**config.mk**
```make
export PLATFORM = sky130hd
export DESIGN_NAME = glitch_sequencer
export DESIGN_NICKNAME = d
export VERILOG_FILES = /design/src/rtl/glitch_pkg.sv /design/src/rtl/glitch_trig_sync.sv /design/src/rtl/glitch_sequencer.sv
export SDC_FILE = /design/constraint.sdc
export NUM_CORES = 1
export LEC_CHECK = 0
export CORE_MARGIN = 2
export CORE_UTILIZATION = 35
export CTS_CLUSTER_SIZE = 8
export DETAILED_ROUTE_END_ITERATION = 7
export PLACE_DENSITY = 0.6
export SYNTH_ARGS = -nofsm -noshare
export SYNTH_HDL_FRONTEND = slang
export SYNTH_SLANG_ARGS = --single-unit
```
**constraint.sdc**
```tcl
create_clock -name i_clk -period 3.34 [get_ports i_clk]
set_input_delay 0.501 -clock i_clk [delete_from_list [all_inputs] [get_ports i_clk]]
set_output_delay 0.501 -clock i_clk [all_outputs]
set_load 0.005 [all_outputs]
```
**src/rtl/glitch_pkg.sv**
```systemverilog
// Shared types and helpers for the glitch sequencer.
// Holds the FSM state enum, default widths and a saturating adder.
package glitch_pkg;

    localparam int CNT_W_DEF = 16;
    localparam int NUM_W_DEF = 8;

    typedef enum logic [2:0] {
        IDLE  = 3'd0,
        HOLD  = 3'd1,
        DELAY = 3'd2,
        PULSE = 3'd3,
        GAP   = 3'd4,
        DONE  = 3'd5
    } state_t;

    // Unsigned add clamped to max; callers cast back to their width.
    function automatic logic [31:0] sat_add(
        input logic [31:0] a,
        input logic [31:0] b,
        input logic [31:0] max
    );
        logic [32:0] s;
        s = {1'b0, a} + {1'b0, b};
        return (s > {1'b0, max}) ? max : s[31:0];
    endfunction

endpackage

```
**src/rtl/glitch_trig_sync.sv**
```systemverilog
// Two-flop synchronizer plus rising-edge detect for a button input.
// Ports: i_clk, i_rst (sync, active-high), i_async (raw), o_rise (1-cycle).
module glitch_trig_sync (
    input  logic i_clk,
    input  logic i_rst,
    input  logic i_async,
    output logic o_rise
);

    logic r_s1;
    logic r_s2;
    logic r_s3;

    always_ff @(posedge i_clk) begin
        if (i_rst) begin
            r_s1 <= 1'b0;
            r_s2 <= 1'b0;
            r_s3 <= 1'b0;
        end else begin
            r_s1 <= i_async;
            r_s2 <= r_s1;
            r_s3 <= r_s2;
        end
    end

    assign o_rise = r_s2 & ~r_s3;

endmodule

```
**src/rtl/glitch_sequencer.sv**
```systemverilog
// Cycle-accurate scheduler for the VCC and reset glitch outputs.
// One trigger runs: reset hold, delay, then N drop pulses with gaps.
// Inputs : i_clk, i_clk_reset (sync, active-high), i_vcc_en, i_trigger,
//          i_abort, i_rst_hold, i_delay, i_width, i_gap, i_num,
//          i_sweep_step, i_sweep_clr.
// Outputs: o_glitch, o_glitch_reset, o_busy, o_done, o_pulse_cnt,
//          o_cur_delay (all registered).
// Option : define GLITCH_SWEEP_EN to add a per-sequence delay sweep.
module glitch_sequencer
    import glitch_pkg::*;
#(
    parameter int CNT_W = CNT_W_DEF,
    parameter int NUM_W = NUM_W_DEF
) (
    input  logic             i_clk,
    input  logic             i_clk_reset,
    input  logic             i_vcc_en,
    input  logic             i_trigger,
    input  logic             i_abort,
    input  logic [CNT_W-1:0] i_rst_hold,
    input  logic [CNT_W-1:0] i_delay,
    input  logic [CNT_W-1:0] i_width,
    input  logic [CNT_W-1:0] i_gap,
    input  logic [NUM_W-1:0] i_num,
    input  logic [CNT_W-1:0] i_sweep_step,
    input  logic             i_sweep_clr,
    output logic             o_glitch,
    output logic             o_glitch_reset,
    output logic             o_busy,
    output logic             o_done,
    output logic [NUM_W-1:0] o_pulse_cnt,
    output logic [CNT_W-1:0] o_cur_delay
);

    localparam logic [CNT_W-1:0] L_ONE_C = {{(CNT_W-1){1'b0}}, 1'b1};
    localparam logic [NUM_W-1:0] L_ONE_N = {{(NUM_W-1){1'b0}}, 1'b1};
    localparam logic [CNT_W-1:0] L_MAX   = '1;

    state_t           r_state;
    state_t           w_next;
    logic [CNT_W-1:0] r_cnt;
    logic [CNT_W-1:0] w_cnt_nxt;
    logic [NUM_W-1:0] w_pcnt_nxt;
    logic [CNT_W-1:0] r_delay;
    logic [CNT_W-1:0] r_width;
    logic [CNT_W-1:0] r_gap;
    logic [NUM_W-1:0] r_num;
    logic [CNT_W-1:0] w_eff_delay;
    logic [CNT_W-1:0] w_width_in;
    logic [CNT_W-1:0] w_gap_in;
    logic [NUM_W-1:0] w_num_in;
    logic             w_rise;
    logic             w_accept;

    glitch_trig_sync u_trig (
        .i_clk   (i_clk),
        .i_rst   (i_clk_reset),
        .i_async (i_trigger),
        .o_rise  (w_rise)
    );

`ifdef GLITCH_SWEEP_EN
    logic [CNT_W-1:0] r_offset;

    assign w_eff_delay = CNT_W'(sat_add(32'(i_delay), 32'(r_offset),
                                        32'(L_MAX)));

    // Clear beats the end-of-sequence increment.
    always_ff @(posedge i_clk) begin
        if (i_clk_reset) begin
            r_offset <= '0;
        end else if (i_sweep_clr) begin
            r_offset <= '0;
        end else if (r_state == DONE) begin
            r_offset <= CNT_W'(sat_add(32'(r_offset), 32'(i_sweep_step),
                                       32'(L_MAX)));
        end
    end
`else
    logic w_unused_sweep;

    assign w_eff_delay    = i_delay;
    assign w_unused_sweep = ^{i_sweep_step, i_sweep_clr};
`endif

    assign w_width_in = (i_width == '0) ? L_ONE_C : i_width;
    assign w_gap_in   = (i_gap == '0) ? L_ONE_C : i_gap;
    assign w_num_in   = (i_num == '0) ? L_ONE_N : i_num;
    assign w_accept   = (r_state == IDLE) && w_rise && i_vcc_en;

    // Each phase loads length-1 and leaves when the counter hits 0.
    always_comb begin
        w_next     = r_state;
        w_cnt_nxt  = r_cnt;
        w_pcnt_nxt = o_pulse_cnt;
        unique case (r_state)
            IDLE: begin
                if (w_accept) begin
                    w_pcnt_nxt = '0;
                    if (i_rst_hold != '0) begin
                        w_next    = HOLD;
                        w_cnt_nxt = i_rst_hold - L_ONE_C;
                    end else if (w_eff_delay != '0) begin
                        w_next    = DELAY;
                        w_cnt_nxt = w_eff_delay - L_ONE_C;
                    end else begin
                        w_next    = PULSE;
                        w_cnt_nxt = w_width_in - L_ONE_C;
                    end
                end
            end
            HOLD: begin
                if (r_cnt != '0) begin
                    w_cnt_nxt = r_cnt - L_ONE_C;
                end else if (r_delay != '0) begin
                    w_next    = DELAY;
                    w_cnt_nxt = r_delay - L_ONE_C;
                end else begin
                    w_next    = PULSE;
                    w_cnt_nxt = r_width - L_ONE_C;
                end
            end
            DELAY: begin
                if (r_cnt != '0) begin
                    w_cnt_nxt = r_cnt - L_ONE_C;
                end else begin
                    w_next    = PULSE;
                    w_cnt_nxt = r_width - L_ONE_C;
                end
            end
            PULSE: begin
                if (r_cnt != '0) begin
                    w_cnt_nxt = r_cnt - L_ONE_C;
                end else begin
                    w_pcnt_nxt = o_pulse_cnt + L_ONE_N;
                    if (w_pcnt_nxt == r_num) begin
                        w_next = DONE;
                    end else begin
                        w_next    = GAP;
                        w_cnt_nxt = r_gap - L_ONE_C;
                    end
                end
            end
            GAP: begin
                if (r_cnt != '0) begin
                    w_cnt_nxt = r_cnt - L_ONE_C;
                end else begin
                    w_next    = PULSE;
                    w_cnt_nxt = r_width - L_ONE_C;
                end
            end
            DONE: begin
                w_next = IDLE;
            end
            default: begin
                w_next = IDLE;
            end
        endcase
        // Abort overrides the phase logic and freezes the pulse count.
        if ((r_state != IDLE) && i_abort) begin
            w_next     = IDLE;
            w_cnt_nxt  = r_cnt;
            w_pcnt_nxt = o_pulse_cnt;
        end
    end

    always_ff @(posedge i_clk) begin
        if (i_clk_reset) begin
            r_state        <= IDLE;
            r_cnt          <= '0;
            r_delay        <= '0;
            r_width        <= '0;
            r_gap          <= '0;
            r_num          <= '0;
            o_glitch       <= 1'b0;
            o_glitch_reset <= 1'b0;
            o_busy         <= 1'b0;
            o_done         <= 1'b0;
            o_pulse_cnt    <= '0;
            o_cur_delay    <= '0;
        end else begin
            r_state     <= w_next;
            r_cnt       <= w_cnt_nxt;
            o_pulse_cnt <= w_pcnt_nxt;
            if (w_accept) begin
                r_delay <= w_eff_delay;
                r_width <= w_width_in;
                r_gap   <= w_gap_in;
                r_num   <= w_num_in;
            end
            // Outputs are decoded from the next state so they line up
            // with the state register itself.
            o_glitch       <= i_vcc_en && (w_next != PULSE);
            o_glitch_reset <= (w_next == HOLD);
            o_busy         <= (w_next != IDLE);
            o_done         <= (w_next == DONE);
            if (r_state == IDLE) begin
                o_cur_delay <= w_eff_delay;
            end
        end
    end

endmodule
```
==> flow_summary.json <==
{
  "die_h_um": 138.6,
  "placedCellCount": 1250,
  "start_kind": "primary input",
  "status": "finished, final reports clean",
  "tritoncts": "yes",
  "clock_latency_ns": 0.36,
  "hold_viol_final": 0,
  "antenna_found_initial": 0,
  "dr.pass1.iters": 5,
  "syn_area_per_cell_um2": 7.308,
  "clkSlewWorstSetupHoldPaths_ns": 0.08,
  "wire_per_inst_um": 16.85,
  "syn-num-nets": 969,
  "antennaDiodeCount": 0,
  "netlist_area_um2": 6344,
  "ys_seq_elements": 106,
  "io_buffers": 104,
  "antenna_left": 0,
  "ys_seq_area_share_pct": 33.45,
  "drv_slew": 0,
  "rsz0062_at_grt": "no",
  "power_density_nw_per_um2": 550.1,
  "crit_type": "primary input to register",
  "core_um2": 17900,
  "die-width_um": 138.6,
  "switchingPower_mw": 1.873,
  "placed_area_um2": 8229,
  "power_frac_seq_pct": 31.7,
  "track_usage_pct": 22.10,
  "setup_viol": 0,
  "ctsHoldBuffers": 0,
  "nNetsFinal": 1141,
  "drive_above_1_share_pct": 14.26,
  "cts-root-buf": "clkbuf_16",
  "maxCapViolCount": 0,
  "clockBufferDepth": 2,
  "die_area_um2": 19220,
  "numCtsBuffers": 9,
  "fmax_mhz": 317.0,
  "fin_crit_ns": 3.155,
  "pin_count": 122,
  "drc": 0,
  "comb_power_share_pct": 44.0,
  "instances_no_fill": 1274,
  "layout_common_cells": "177 x nand2_1, 111 x a21oi_1, 106 x dfxtp_1",
  "switching_share_pct": 39.14,
  "async_reset_ff_share_pct": 0,
  "htree_levels": 3,
  "holdCritPathClass": "register to register",
  "fin_ws_ns": 0.1855,
  "wl_um": 21470,
  "synth_top_cells_by_area": "dfxtp_1 33%, nand2_1 10%, a21oi_1 8.8%",
  "p_int_mw": 2.912,
  "syn_inst": 868,
  "final_cell_area_um2": 8698,
  "fp-row-count": 49,
  "via_count": 6855,
  "synth_top_cell_area_share_pct": 33.45,
  "final_common_cell": "nand2_1",
  "synth-edff-count": 0,
  "nFillCells": 1809,
  "dp_slack_ns": -0.5652,
  "area_delta_synth_final_pct": 37.12,
  "critPathArrivalTime_ns": 3.41,
  "synth_cell_types": 68,
  "cts.sinks": 106,
  "grt-ovfl-total": 0,
  "tns_ns": 0,
  "drt_iter0_drc": 417,
  "maxSlewHeadroom_pct": 46.53,
  "clock_skew_ns": 0.01100,
  "r2r_setup_slack_ns": 0.23,
  "grt_max_degree": 56,
  "fin_crit_sh_pct": 94.45,
  "worst_ir_drop_vdd_v": 0.0003256,
  "synth-main-ff-cell": "dfxtp_1",
  "avgViaCountPerCell": 5.381,
  "cp-end-kind": "register",
  "grt_pass1_vias": 6523,
  "initial_utilization_pct": 35.43,
  "gp_congestion": 0.9390,
  "cp.required_ns": 3.59,
  "timing_worst_slew_pin_value_ns": 0.7948,
  "grt_pass1_wl_um": 34520,
  "yosysTopAreaCell": "dfxtp_1",
  "synth_warnings": 0,
  "hpwl_um": 16270,
  "p_leak_nw": 3.522,
  "path_max_fanout": 6,
  "pwr-share-clk_pct": 24.3,
  "hold_slack_ns": 0.4567
}
metal layers:
| metal | GRT usage, % | vias up | share of wire, % |
|---|---|---|---|
| met4 | 6.964 | 0 | 2.7 |
| met1 | 29.48 | 3181 | 46 |
| met2 | 35.96 | 199 | 46 |
| met3 | 4.662 | 27 | 5.6 |
| li1 | - | 3448 | - |
| met5 | 0 | - | 0 |
Yosys cell counts (5+ instances only):
library cell / number
nand2_1: 177
a21oi_1: 112
dfxtp_1: 106
nor2_1: 72
clkbuf_1: 43
xnor2_1: 38
o21ai_0: 33
nor3_1: 28
xor2_1: 28
nor4_1: 26
nand3_1: 25
inv_1: 14
o22ai_1: 12
nand4_1: 10
or4_1: 10
a211oi_1: 7
ha_1: 7
o31ai_1: 7
and3_1: 6
nand3b_1: 6
nor2b_1: 6
o211ai_1: 6
or3_1: 6
a221o_1: 5
a221oi_1: 5
a31oi_1: 5
nor3b_1: 5
o221ai_1: 5
area by class of cell:
| cell class | instances | area [µm²] | share of cell area, % |
|---|---|---|---|
| Clock buffer | 9 | 225.2 | 2.589 |
| Clock inverter | 7 | 92.59 | 1.064 |
| Inverter | 14 | 52.55 | 0.6041 |
| Multi-Input combinational cell | 701 | 4045 | 46.50 |
| Sequential cell | 106 | 2122 | 24.40 |
| Tap cell | 229 | 286.5 | 3.294 |
| Timing Repair Buffer | 208 | 1874 | 21.55 |
flip-flops by register name, summed over array words and instances (netlist names):
signal / flops
o_cur_delay: 16
o_busy: 1
o_glitch: 1
r_delay: 16
r_state: 3
o_pulse_cnt: 8
o_done: 1
r_width: 16
r_cnt: 16
u_trig.r_s3: 1
r_num: 8
u_trig.r_s2: 1
u_trig.r_s1: 1
o_glitch_reset: 1
r_gap: 16
logic make-up (layout without fill, tap and decap cells):
| kind of cell | count (synthesis) | count (layout) | synth area share [%] |
|---|---|---|---|
| flops | 106 | 106 | 33.45 |
| fa+ha+maj | 7 | 7 | 1.381 |
| simple gates | 399 | 399 | 30.08 |
| xor+xnor | 66 | 66 | 9.113 |
| mux | 2 | 2 | 0.3156 |
| compound gates | 227 | 227 | 21.97 |
| buf+inv | 61 | 238 | 3.688 |
power by group through the flow:
stage	logic (mW)	registers (mW)	clock network (mW)
floorplan	1.27	1.50	0
global placement	2.00	1.54	0
detailed placement	2.01	1.54	0
CTS	2.03	1.51	1.18
global route	2.30	1.54	1.23
finish	2.11	1.52	1.16
path summary, 6_finish.rpt:
check                  startpoint              end  cells after the start
setup / recovery   i_rst_hold[10]         r_cnt[4]                     13
hold / removal    o_cur_delay[14]  o_cur_delay[14]                      2
setup reg to reg   o_pulse_cnt[0]         r_cnt[1]                     13
hold reg to reg   o_cur_delay[14]  o_cur_delay[14]                      2
worst max-delay path: stages:
cell             delay [ns]
clkdlybuf4s50_1        0.42
nor4_1                 0.39
and4_1                 0.46
a21oi_1                0.16
and2_1                 0.20
ha_2                   0.19
o21ai_2                0.08
nor3_2                 0.06
buf_4                  0.16
buf_4                  0.13
o21ai_0                0.27
o31ai_1                0.12
a32o_1                 0.27
repair_timing:
action,CTS,global route
resized for setup,7,21
pin swaps,7,8
endpoints found under the setup margin,7,16
setup buffers,4,4
through the flow:
step                      utilization, %  power [mW]
final                              48.59       4.785
after floorplan                        -       2.779
after detailed placement           45.97       3.548
after global routing               48.59       5.071
after CTS                          48.05       4.726
after global placement             45.97       3.543
Note: power is estimated with default switching activity, not from simulation.
